--- src/rtl/schnorr_seq_ctrl.sv ---
`default_nettype none
// +--------------------------------------------------------------------------+
// | schnorr_seq_ctrl: one-at-a-time KEYGEN/SIGN/VERIFY sequencer with timeout |
// | Option: SCHNORR_SEQ_AUTOKEY_EN (SIGN without key runs internal KEYGEN)    |
// | Revision: 1.0                                                             |
// +--------------------------------------------------------------------------+
module schnorr_seq_ctrl #(
  parameter int LEN         = 16,
  parameter int TIMEOUT_CYC = 4096
) (
  input  logic            clk,
  input  logic            rst,
  input  logic            cmd_valid_i,
  output logic            cmd_ready_o,
  input  logic [1:0]      cmd_op_i,
  input  logic [31:0]     cmd_msg_i,
  input  logic [LEN-1:0]  cmd_s_i,
  input  logic [LEN-1:0]  cmd_P_i,
  input  logic [LEN-1:0]  cmd_R_i,
  input  logic            abort_i,
  output logic            en_key_o,
  output logic            en_gen_o,
  output logic            en_ver_o,
  output logic [31:0]     msg_gen_o,
  output logic [31:0]     msg_ver_o,
  output logic [LEN-1:0]  s_in_o,
  output logic [LEN-1:0]  P_in_o,
  output logic [LEN-1:0]  R_in_o,
  input  logic            valid_gen_i,
  input  logic            valid_sign_i,
  input  logic            valid_ver_i,
  input  logic            done_ver_i,
  input  logic [LEN-1:0]  s_out_i,
  input  logic [LEN-1:0]  P_out_i,
  input  logic [LEN-1:0]  R_out_i,
  output logic            rsp_valid_o,
  output logic [1:0]      rsp_status_o,
  output logic            rsp_verified_o,
  output logic [LEN-1:0]  rsp_s_o,
  output logic [LEN-1:0]  rsp_P_o,
  output logic [LEN-1:0]  rsp_R_o,
  output logic            key_ok_o,
  output logic            busy_o
);

  localparam int          CW     = $clog2(TIMEOUT_CYC);
  localparam logic [CW-1:0] C_TMAX = CW'(TIMEOUT_CYC - 1);

  localparam logic [1:0] OP_KEYGEN = 2'b01;
  localparam logic [1:0] OP_SIGN   = 2'b10;
  localparam logic [1:0] OP_VERIFY = 2'b11;

  localparam logic [1:0] RSP_OK    = 2'b00;
  localparam logic [1:0] RSP_NOKEY = 2'b01;
  localparam logic [1:0] RSP_TMO   = 2'b10;
  localparam logic [1:0] RSP_ABORT = 2'b11;

  typedef enum logic [2:0] {
    ST_IDLE   = 3'd0,
    ST_KEYGEN = 3'd1,
    ST_SIGN   = 3'd2,
`ifdef SCHNORR_SEQ_AUTOKEY_EN
    ST_VERIFY = 3'd3,
    ST_AKEY   = 3'd4,
    ST_AKGAP  = 3'd5
`else
    ST_VERIFY = 3'd3
`endif
  } state_e;

  state_e         state_q, state_d;
  logic [CW-1:0]  cnt_q, cnt_d;
  logic           key_ok_q, key_ok_d;
  logic [31:0]    msg_gen_q, msg_gen_d;
  logic [31:0]    msg_ver_q, msg_ver_d;
  logic [LEN-1:0] s_in_q, s_in_d, P_in_q, P_in_d, R_in_q, R_in_d;
  logic           rsp_valid_q, rsp_valid_d;
  logic [1:0]     rsp_status_q, rsp_status_d;
  logic           rsp_verified_q, rsp_verified_d;
  logic [LEN-1:0] rsp_s_q, rsp_s_d, rsp_P_q, rsp_P_d, rsp_R_q, rsp_R_d;
  logic           done;

  always_ff @(posedge clk) begin
    if (rst) begin
      state_q        <= ST_IDLE;
      cnt_q          <= '0;
      key_ok_q       <= 1'b0;
      msg_gen_q      <= '0;
      msg_ver_q      <= '0;
      s_in_q         <= '0;
      P_in_q         <= '0;
      R_in_q         <= '0;
      rsp_valid_q    <= 1'b0;
      rsp_status_q   <= 2'b00;
      rsp_verified_q <= 1'b0;
      rsp_s_q        <= '0;
      rsp_P_q        <= '0;
      rsp_R_q        <= '0;
    end else begin
      state_q        <= state_d;
      cnt_q          <= cnt_d;
      key_ok_q       <= key_ok_d;
      msg_gen_q      <= msg_gen_d;
      msg_ver_q      <= msg_ver_d;
      s_in_q         <= s_in_d;
      P_in_q         <= P_in_d;
      R_in_q         <= R_in_d;
      rsp_valid_q    <= rsp_valid_d;
      rsp_status_q   <= rsp_status_d;
      rsp_verified_q <= rsp_verified_d;
      rsp_s_q        <= rsp_s_d;
      rsp_P_q        <= rsp_P_d;
      rsp_R_q        <= rsp_R_d;
    end
  end

  always_comb begin
    state_d        = state_q;
    cnt_d          = cnt_q + CW'(1);
    key_ok_d       = key_ok_q;
    msg_gen_d      = msg_gen_q;
    msg_ver_d      = msg_ver_q;
    s_in_d         = s_in_q;
    P_in_d         = P_in_q;
    R_in_d         = R_in_q;
    rsp_valid_d    = 1'b0;
    rsp_status_d   = rsp_status_q;
    rsp_verified_d = rsp_verified_q;
    rsp_s_d        = rsp_s_q;
    rsp_P_d        = rsp_P_q;
    rsp_R_d        = rsp_R_q;

    // Completion flags only count while the matching enable is driven.
    case (state_q)
      ST_KEYGEN: done = valid_gen_i;
      ST_SIGN:   done = valid_sign_i;
      ST_VERIFY: done = done_ver_i;
      default:   done = 1'b0;
    endcase

    if (state_q == ST_IDLE) begin
      cnt_d = '0;
      if (cmd_valid_i) begin
        case (cmd_op_i)
          OP_KEYGEN: state_d = ST_KEYGEN;
          OP_SIGN: begin
            msg_gen_d = cmd_msg_i;
            if (key_ok_q) begin
              state_d = ST_SIGN;
            end else begin
`ifdef SCHNORR_SEQ_AUTOKEY_EN
              state_d = ST_AKEY;
`else
              rsp_valid_d    = 1'b1;
              rsp_status_d   = RSP_NOKEY;
              rsp_verified_d = 1'b0;
`endif
            end
          end
          OP_VERIFY: begin
            state_d   = ST_VERIFY;
            msg_ver_d = cmd_msg_i;
            s_in_d    = cmd_s_i;
            P_in_d    = cmd_P_i;
            R_in_d    = cmd_R_i;
          end
          default: begin
            rsp_valid_d    = 1'b1;
            rsp_status_d   = RSP_ABORT;
            rsp_verified_d = 1'b0;
          end
        endcase
      end
    end
`ifdef SCHNORR_SEQ_AUTOKEY_EN
    else if (state_q == ST_AKEY && valid_gen_i) begin
      // Key is usable from here on; the single response comes after SIGN.
      key_ok_d = 1'b1;
      state_d  = ST_AKGAP;
      cnt_d    = '0;
    end
    else if (state_q == ST_AKGAP) begin
      cnt_d = '0;
      if (abort_i) begin
        state_d        = ST_IDLE;
        rsp_valid_d    = 1'b1;
        rsp_status_d   = RSP_ABORT;
        rsp_verified_d = 1'b0;
      end else begin
        state_d = ST_SIGN;
      end
    end
`endif
    else if (done) begin
      state_d        = ST_IDLE;
      rsp_valid_d    = 1'b1;
      rsp_status_d   = RSP_OK;
      rsp_verified_d = 1'b0;
      case (state_q)
        ST_KEYGEN: begin
          rsp_P_d  = P_out_i;
          key_ok_d = 1'b1;
        end
        ST_SIGN: begin
          rsp_s_d = s_out_i;
          rsp_R_d = R_out_i;
        end
        ST_VERIFY: rsp_verified_d = valid_ver_i;
        default: ;
      endcase
    end else if (abort_i) begin
      state_d        = ST_IDLE;
      rsp_valid_d    = 1'b1;
      rsp_status_d   = RSP_ABORT;
      rsp_verified_d = 1'b0;
    end else if (cnt_q == C_TMAX) begin
      state_d        = ST_IDLE;
      rsp_valid_d    = 1'b1;
      rsp_status_d   = RSP_TMO;
      rsp_verified_d = 1'b0;
    end
  end

`ifdef SCHNORR_SEQ_AUTOKEY_EN
  assign en_key_o = (state_q == ST_KEYGEN) || (state_q == ST_AKEY);
`else
  assign en_key_o = (state_q == ST_KEYGEN);
`endif
  assign en_gen_o       = (state_q == ST_SIGN);
  assign en_ver_o       = (state_q == ST_VERIFY);
  assign cmd_ready_o    = (state_q == ST_IDLE);
  assign busy_o         = (state_q != ST_IDLE);
  assign key_ok_o       = key_ok_q;
  assign msg_gen_o      = msg_gen_q;
  assign msg_ver_o      = msg_ver_q;
  assign s_in_o         = s_in_q;
  assign P_in_o         = P_in_q;
  assign R_in_o         = R_in_q;
  assign rsp_valid_o    = rsp_valid_q;
  assign rsp_status_o   = rsp_status_q;
  assign rsp_verified_o = rsp_verified_q;
  assign rsp_s_o        = rsp_s_q;
  assign rsp_P_o        = rsp_P_q;
  assign rsp_R_o        = rsp_R_q;

endmodule
`default_nettype wire

--- config.mk ---
export PLATFORM = sky130hd
export DESIGN_NAME = schnorr_seq_ctrl
export DESIGN_NICKNAME = d
export VERILOG_FILES = /design/src/rtl/schnorr_seq_ctrl.sv
export SDC_FILE = /design/constraint.sdc
export NUM_CORES = 1
export LEC_CHECK = 0
export BUFFER_PORTS_ARGS = -buffer_cell sky130_fd_sc_hd__buf_2
export CORE_MARGIN = 8
export CORE_UTILIZATION = 42
export DETAILED_ROUTE_END_ITERATION = 6
export PLACE_DENSITY = 0.84
export SETUP_SLACK_MARGIN = 0.4
export SYNTH_ARGS = -nofsm -noshare
export SYNTH_HDL_FRONTEND = slang
export SYNTH_SLANG_ARGS = --single-unit
--- constraint.sdc ---
create_clock -name clk -period 1.5 [get_ports clk]
set_clock_uncertainty 0.1 [all_clocks]
set_input_delay 0.225 -clock clk [delete_from_list [all_inputs] [get_ports clk]]
set_output_delay 0.225 -clock clk [all_outputs]
set_load 0.02 [all_outputs]
==> results of run 1 <==
==> flip-flops by register name, summed over array words and instances (netlist names) <==
| name | flops |
|---|---|
| rsp_R_o | 16 |
| s_in_o | 16 |
| key_ok_o | 1 |
| P_in_o | 16 |
| state_q | 2 |
| rsp_P_o | 16 |
| msg_ver_o | 32 |
| R_in_o | 16 |
| rsp_verified_o | 1 |
| msg_gen_o | 32 |
| rsp_status_o | 2 |
| cnt_q | 12 |
| rsp_valid_o | 1 |
| rsp_s_o | 16 |
==> per-stage QoR <==
stage / instances / setup slack, ns / setup TNS (ns)
6_report: 1499 / -0.1008 / -4.192
5_1_grt: 1498 / -0.2125 / -8.623
4_1_cts: 1471 / -0.05760 / -0.4052
3_5_place_dp: 1289 / -0.05207 / -0.4738
3_3_place_gp: 1289 / 0.01241 / 0
2_1_floorplan: 813 / 0.06183 / 0
==> worst min-delay path by stage <==
stage                            from           to  slack, ns  cells past startpoint
final                             rst   R_in_o[14]       0.08                      2
after global routing              rst    R_in_o[9]       0.07                      2
after global placement      P_in_o[7]    P_in_o[7]       0.34                      2
after CTS                         rst   R_in_o[13]       0.03                      2
after detailed placement   R_in_o[15]   R_in_o[15]       0.34                      2
after floorplan           P_out_i[10]  rsp_P_o[10]       0.26                      2
==> layout make-up <==
class | count | area [sq um] | share of cell area [%]
timing repair buffer | 514 | 4040 | 32.36
multi-input combinational | 571 | 3968 | 31.78
sequential | 179 | 3632 | 29.09
clock buffer | 21 | 450.4 | 3.608
tap | 188 | 235.2 | 1.884
clock inverter | 11 | 105.1 | 0.8419
inverter | 11 | 43.79 | 0.3508
antenna | 4 | 10.01 | 0.08018
==> layer usage <==
layer,GRT usage (%),up-vias
met5,0,-
met4,16.34,0
met3,9.038,180
met2,48.27,689
met1,30.25,4080
li1,-,3618
==> timing repair <==
| item | in CTS | in global routing |
|---|---|---|
| setup endpoints to repair | 349 | 348 |
| pin swaps | 74 | 132 |
| endpoints found under the hold margin | 160 | 0 |
| gates cloned | 10 | 8 |
| hold buffers | 128 | 0 |
| buffers inserted | 12 | 16 |
| gates resized for setup | 147 | 338 |
==> cell families (layout without fill, tap and decap cells) <==
kind of cell | count (synthesis) | after routing | synth area share [%]
flip-flops | 179 | 179 | 55.39
adder cells (fa/ha/maj) | 4 | 4 | 0.7736
AO/OA/AOI/OAI | 174 | 174 | 14.10
other | 0 | 4 | 0
XOR/XNOR | 10 | 10 | 1.354
AND/OR/NAND/NOR | 377 | 381 | 23.13
multiplexers | 2 | 2 | 0.3094
buffers and inverters | 67 | 557 | 4.951
==> layout by cell type (no fill, tap or decap), types with 2 or more instances in the layout <==
cell type,netlist,routed
a21oi_1,161,26
a21oi_2,0,134
and2_4,0,5
and3_1,5,3
and3_4,0,2
and4_4,0,2
buf_12,0,11
buf_16,0,7
buf_2,10,283
buf_4,13,37
buf_6,1,37
buf_8,0,4
clkbuf_1,32,3
clkbuf_16,0,24
clkinv_2,0,2
clkinv_4,0,2
clkinvlp_4,0,4
dfxtp_1,179,152
dfxtp_2,0,21
dfxtp_4,0,6
diode_2,0,4
dlygate4sd3_1,0,128
ha_1,4,3
inv_1,11,10
inv_6,0,2
mux2i_1,2,2
nand2_1,330,200
nand2_2,0,51
nand2_4,0,78
nand2_8,0,2
nand3_1,7,6
nand4_1,3,3
nor2_1,17,13
nor2_4,1,5
nor3_1,4,2
o21ai_0,2,2
o32ai_1,2,2
xnor2_1,4,4
xor2_1,6,6
==> where the power goes <==
group	switching, W	internal (W)
Clock	0.00197	0.00234
Sequential	0.0000923	0.00488
Combinational	0.00100	0.000816
==> flow_summary.ini, run 1 <==
[timing]
worstMarginPinSlew_ns = 0.4204
setup_violations = 115
fin_crit_ns = 1.601
rsz0062_at_grt = true
slew_viol_final = 0
fin_ws_ns = -0.1008
post-route-period-util_pct = 106.7
hold_viol = 0
timing.fmax_ghz = 0.6247
slew_headroom_pct = 71.97
hold_slack_ns = 0.07830

[critical_path]
crit_path_start_kind = flip-flop
path_buf_inv = 3
r2r-start = state_q[1]
crit_slowest_cell = dfxtp_4
regToRegEndpoint = msg_ver_o[25]
critPathTopFamily = buffers and inverters
rrSetupSlack_ns = -0.10
setup.worst_path.end_class = flip-flop
worst_r2r_path_depth = 7
slowest_delay_ns = 0.37
critPathArrivalTime_ns = 1.85
crit_required_ns = 1.75
worstPathMaxFanout = 10
path_depth = 7
cp-endpoint = msg_ver_o[25]
cp-startpoint = state_q[1]
crit_path_cell_trace = nor2_4 -> buf_6 -> and3_4 -> buf_12 -> clkbuf_16 -> nand2_1 -> a21oi_1
worstSetupPathType = flip-flop to flip-flop

[yosys]
synthTopCellsByCount = nand2_1 (330), dfxtp_1 (179), a21oi_1 (161)
yosysSeqAreaShare_pct = 55.39
synth_top_flop_cell = dfxtp_1
yosysTopAreaCell = dfxtp_1
synth-seq-cells = 179
synth_edf_count = 0
synth.area.top_cells = dfxtp_1 (55%), nand2_1 (19%), a21oi_1 (12%)
synthDistinctLibCells = 36
synth.avg_cell_area_sq_um = 7.958
yosysMostFrequentCell = nand2_1
synthArstFlopShare_pct = 0
synth_top_cell_area_share_pct = 55.39
synth_cells = 813
ys_warn_count = 0
syn_area_sq_um = 6470
syn_nets = 955

[clock_network]
clkLatencyLatePin_ns = 0.42
path_clk_slew_ns = 0.07
clock_tree.root_cell = clkbuf_16
cts-htree-levels = 4
cts.sinks = 179
cts_buffers = 17
clk_path_buf_depth = 2
cts_tree = done

[final_layout]
layout-drive-gt1-share_pct = 56.24
postLayoutCoreUtil_pct = 82.43
area_delta_synth_final_pct = 92.96
design_area_sq_um = 12480
nNetsFinal = 1436
num-fill-cells = 689

[power_and_ir_drop]
p_leak_nw = 5.522
power.density_nw_per_um2 = 889.0
irDropWorstVdd_mv = 0.7164
totalPowerFinal_w = 0.01110

[status]
violations = setup timing
status = complete, but fails checks

[die]
dieWidth_microns = 140.1
start_util_pct = 42.72
die_y_microns = 140.1
num_rows = 45
io_pins = 308
dieArea_sq_um = 19630
coreArea_sq_um = 15150

[grt]
track_usage_pct = 28.22
overflow = 0
grt_pass1_wl_microns = 44100
grt_max_degree = 41
grt_pass1_vias = 8203
antenna_found_initial = 2

[placed_design]
place_area_sq_um = 8386
gp_congestion = 0.8282
numPortBuffers = 307
dpl.hpwl_microns = 15390

[routing]
wl_met1_microns = 12350
wl_met3_microns = 3494
routed.top_layer = met4
drc = 0
via_per_inst = 5.715
routedWlPerCell_microns = 23.54
vias = 8567
dr.pass1.iters = 6
ant_nets = 0
dr_wl_met2_microns = 17440
routed_wl_microns = 35290
drtIter0Drc = 661

[flow_run]
maxCapViolations = 0

[worst_hold_path]
hold_path.class = input port to flip-flop
(Power assumes the default switching activity.)
==> run 2, diff against run 1 <==
Settings changed: HOLD_SLACK_MARGIN from default to 0.15.
==> run 2 against run 1 <==
Net effect: the run still ends with setup timing left; critical endpoint is now msg_ver_o[21]; largest cell class unchanged; clock-buffer cell count stayed put; highest routed layer is now met5; clock power is 0.9% higher; critical path type unchanged; largest power group unchanged; sequential share of layout area is 1.3 points lower; worst hold slack better by 0.12 ns.
==> flow_summary.ini, run 2 (same netlist as run 1, synthesis figures left out) <==
[routing]
drc = 0
vias = 8997
via_per_inst = 5.935
drtIter0Drc = 750
ant_nets = 0
routedWlPerCell_microns = 26.15
routed_wl_microns = 39640
dr.pass1.iters = 5

[final_layout]
layout_commonest_cell = buf_2
final_cell_mix = buf_2 (274), nand2_1 (180), dfxtp_1 (143)
final_cells = 1516
nNetsFinal = 1456
area_delta_synth_final_pct = 103.1
design_area_sq_um = 13140
layout-drive-gt1-share_pct = 59.68

[critical_path]
crit_path_start_kind = flip-flop
worstPathMaxFanout = 6
critPathTopFamily = buffers and inverters
critPathArrivalTime_ns = 1.96
worst_r2r_path_depth = 7
crit_slowest_cell = dfxtp_4
worstSetupPathType = flip-flop to flip-flop
slowest_delay_ns = 0.38
crit_required_ns = 1.74
path_buf_inv = 3
path_depth = 7
crit_path_cell_trace = nor2_4 -> buf_6 -> and3_4 -> buf_12 -> clkbuf_16 -> nand2_4 -> a21oi_2
setup.worst_path.end_class = flip-flop

[clock_network]
cts_buffers = 17
path_clk_slew_ns = 0.07
clock_tree.root_cell = clkbuf_16
cts_tree = done
cts.sinks = 179
cts-htree-levels = 4
clkLatencyLatePin_ns = 0.43
clk_path_buf_depth = 2

[die]
coreArea_sq_um = 15150
num_rows = 45
die_y_microns = 140.1
dieArea_sq_um = 19630
io_pins = 308
dieWidth_microns = 140.1
start_util_pct = 42.72

[power_and_ir_drop]
irDropWorstVdd_mv = 0.7387
power.density_nw_per_um2 = 862.5
p_leak_nw = 5.877

[placed_design]
gp_congestion = 0.8282
dpl.hpwl_microns = 15390
place_area_sq_um = 8386
dp_cells = 1289
numPortBuffers = 307

[timing]
hold_viol = 0
worstMarginPinSlew_ns = 0.8501
slew_viol_final = 0
rsz0062_at_grt = true
fin_crit_ns = 1.722
post-route-period-util_pct = 114.8
slew_headroom_pct = 43.14
setup_violations = 167
timing.fmax_ghz = 0.5808
fin_ws_ns = -0.2217

[worst_hold_path]
hold_path.class = input port to flip-flop
min_path_cells = 3

[status]
status = complete, but fails checks
violations = setup timing

[flow_run]
maxCapViolations = 0

[grt]
track_usage_pct = 28.49
use_met2_pct = 48.91
grt_util_met3_pct = 9.650
grt_pass1_vias = 8172
antenna_found_initial = 2
grt_max_degree = 41
use_met1_pct = 30.41
grt_pass1_wl_microns = 44420
overflow = 0
grt_busiest_layer = met2
==> run 2: cell count changes in the layout (fill, tap and decap cells not counted), sizes merged <==
cell         change
buf              +8
clkbuf           +6
dlygate4sd3      +5
diode            -3
nand3            +1
==> run 2: layer usage <==
| metal | wire length (microns) | up-vias |
|---|---|---|
| met3 | 4368 | 271 |
| met5 | 13 | - |
| met1 | 13480 | 4247 |
| met2 | 18800 | 823 |
| met4 | 2969 | 2 |
| li1 | - | 3654 |
==> run 2: path summary, 6_finish.rpt <==
path                         end           from  slack (ns)
hold reg to reg    msg_ver_o[20]  msg_ver_o[20]        0.36
setup / recovery   msg_ver_o[21]     state_q[1]       -0.22
hold / removal    rsp_verified_o            rst        0.20
setup reg to reg   msg_ver_o[21]     state_q[1]       -0.22
==> run 2: report_power, final <==
group / internal (W) / total, W / switching (W)
sequential: 0.00487 / 0.00497 / 0.0000993
clock: 0.00234 / 0.00435 / 0.00201
combinational: 0.000892 / 0.00201 / 0.00112
==> run 2: worst reg2reg max path, stage by stage (launching register included) <==
cell and delay, ns:
dfxtp_4 0.38, nor2_4 0.15, buf_6 0.15, and3_4 0.25, buf_12 0.16, clkbuf_16 0.19
nand2_4 0.05, a21oi_2 0.20
==> run 2: repair_timing <==
item                                    4_1_cts  5_1_grt
resized for setup                           147      440
endpoints found under the setup margin      349      348
cloned                                       10       16
hold buffers                                133        0
setup buffers                                12       23
pin swaps                                    74      181
endpoints found under the hold margin       165        0
==> run 2: layout make-up <==
type,count,area (sq um)
antenna,1,2.502
clock buffer,21,450.4
clock inverter,11,105.1
fill,591,2006
inverter,11,43.79
multi-input combinational,572,4263
sequential,179,3651
tap,188,235.2
timing repair buffer,533,4389
==> run 2: stage by stage <==
stage                     TNS (ns)  setup slack [ns]  utilization [%]  total power [W]  hold slack, ns
final                       -13.49           -0.2217            86.76          0.01133          0.2012
after global routing        -18.70           -0.3163            86.76          0.01162          0.2036
after CTS                  -0.4074          -0.05760            72.79          0.01066          0.1530
after global placement           0           0.01241            55.37         0.006049          0.3381
after detailed placement   -0.4738          -0.05207            55.37         0.006070          0.3430
after floorplan                  0           0.06183                -         0.005582          0.2610
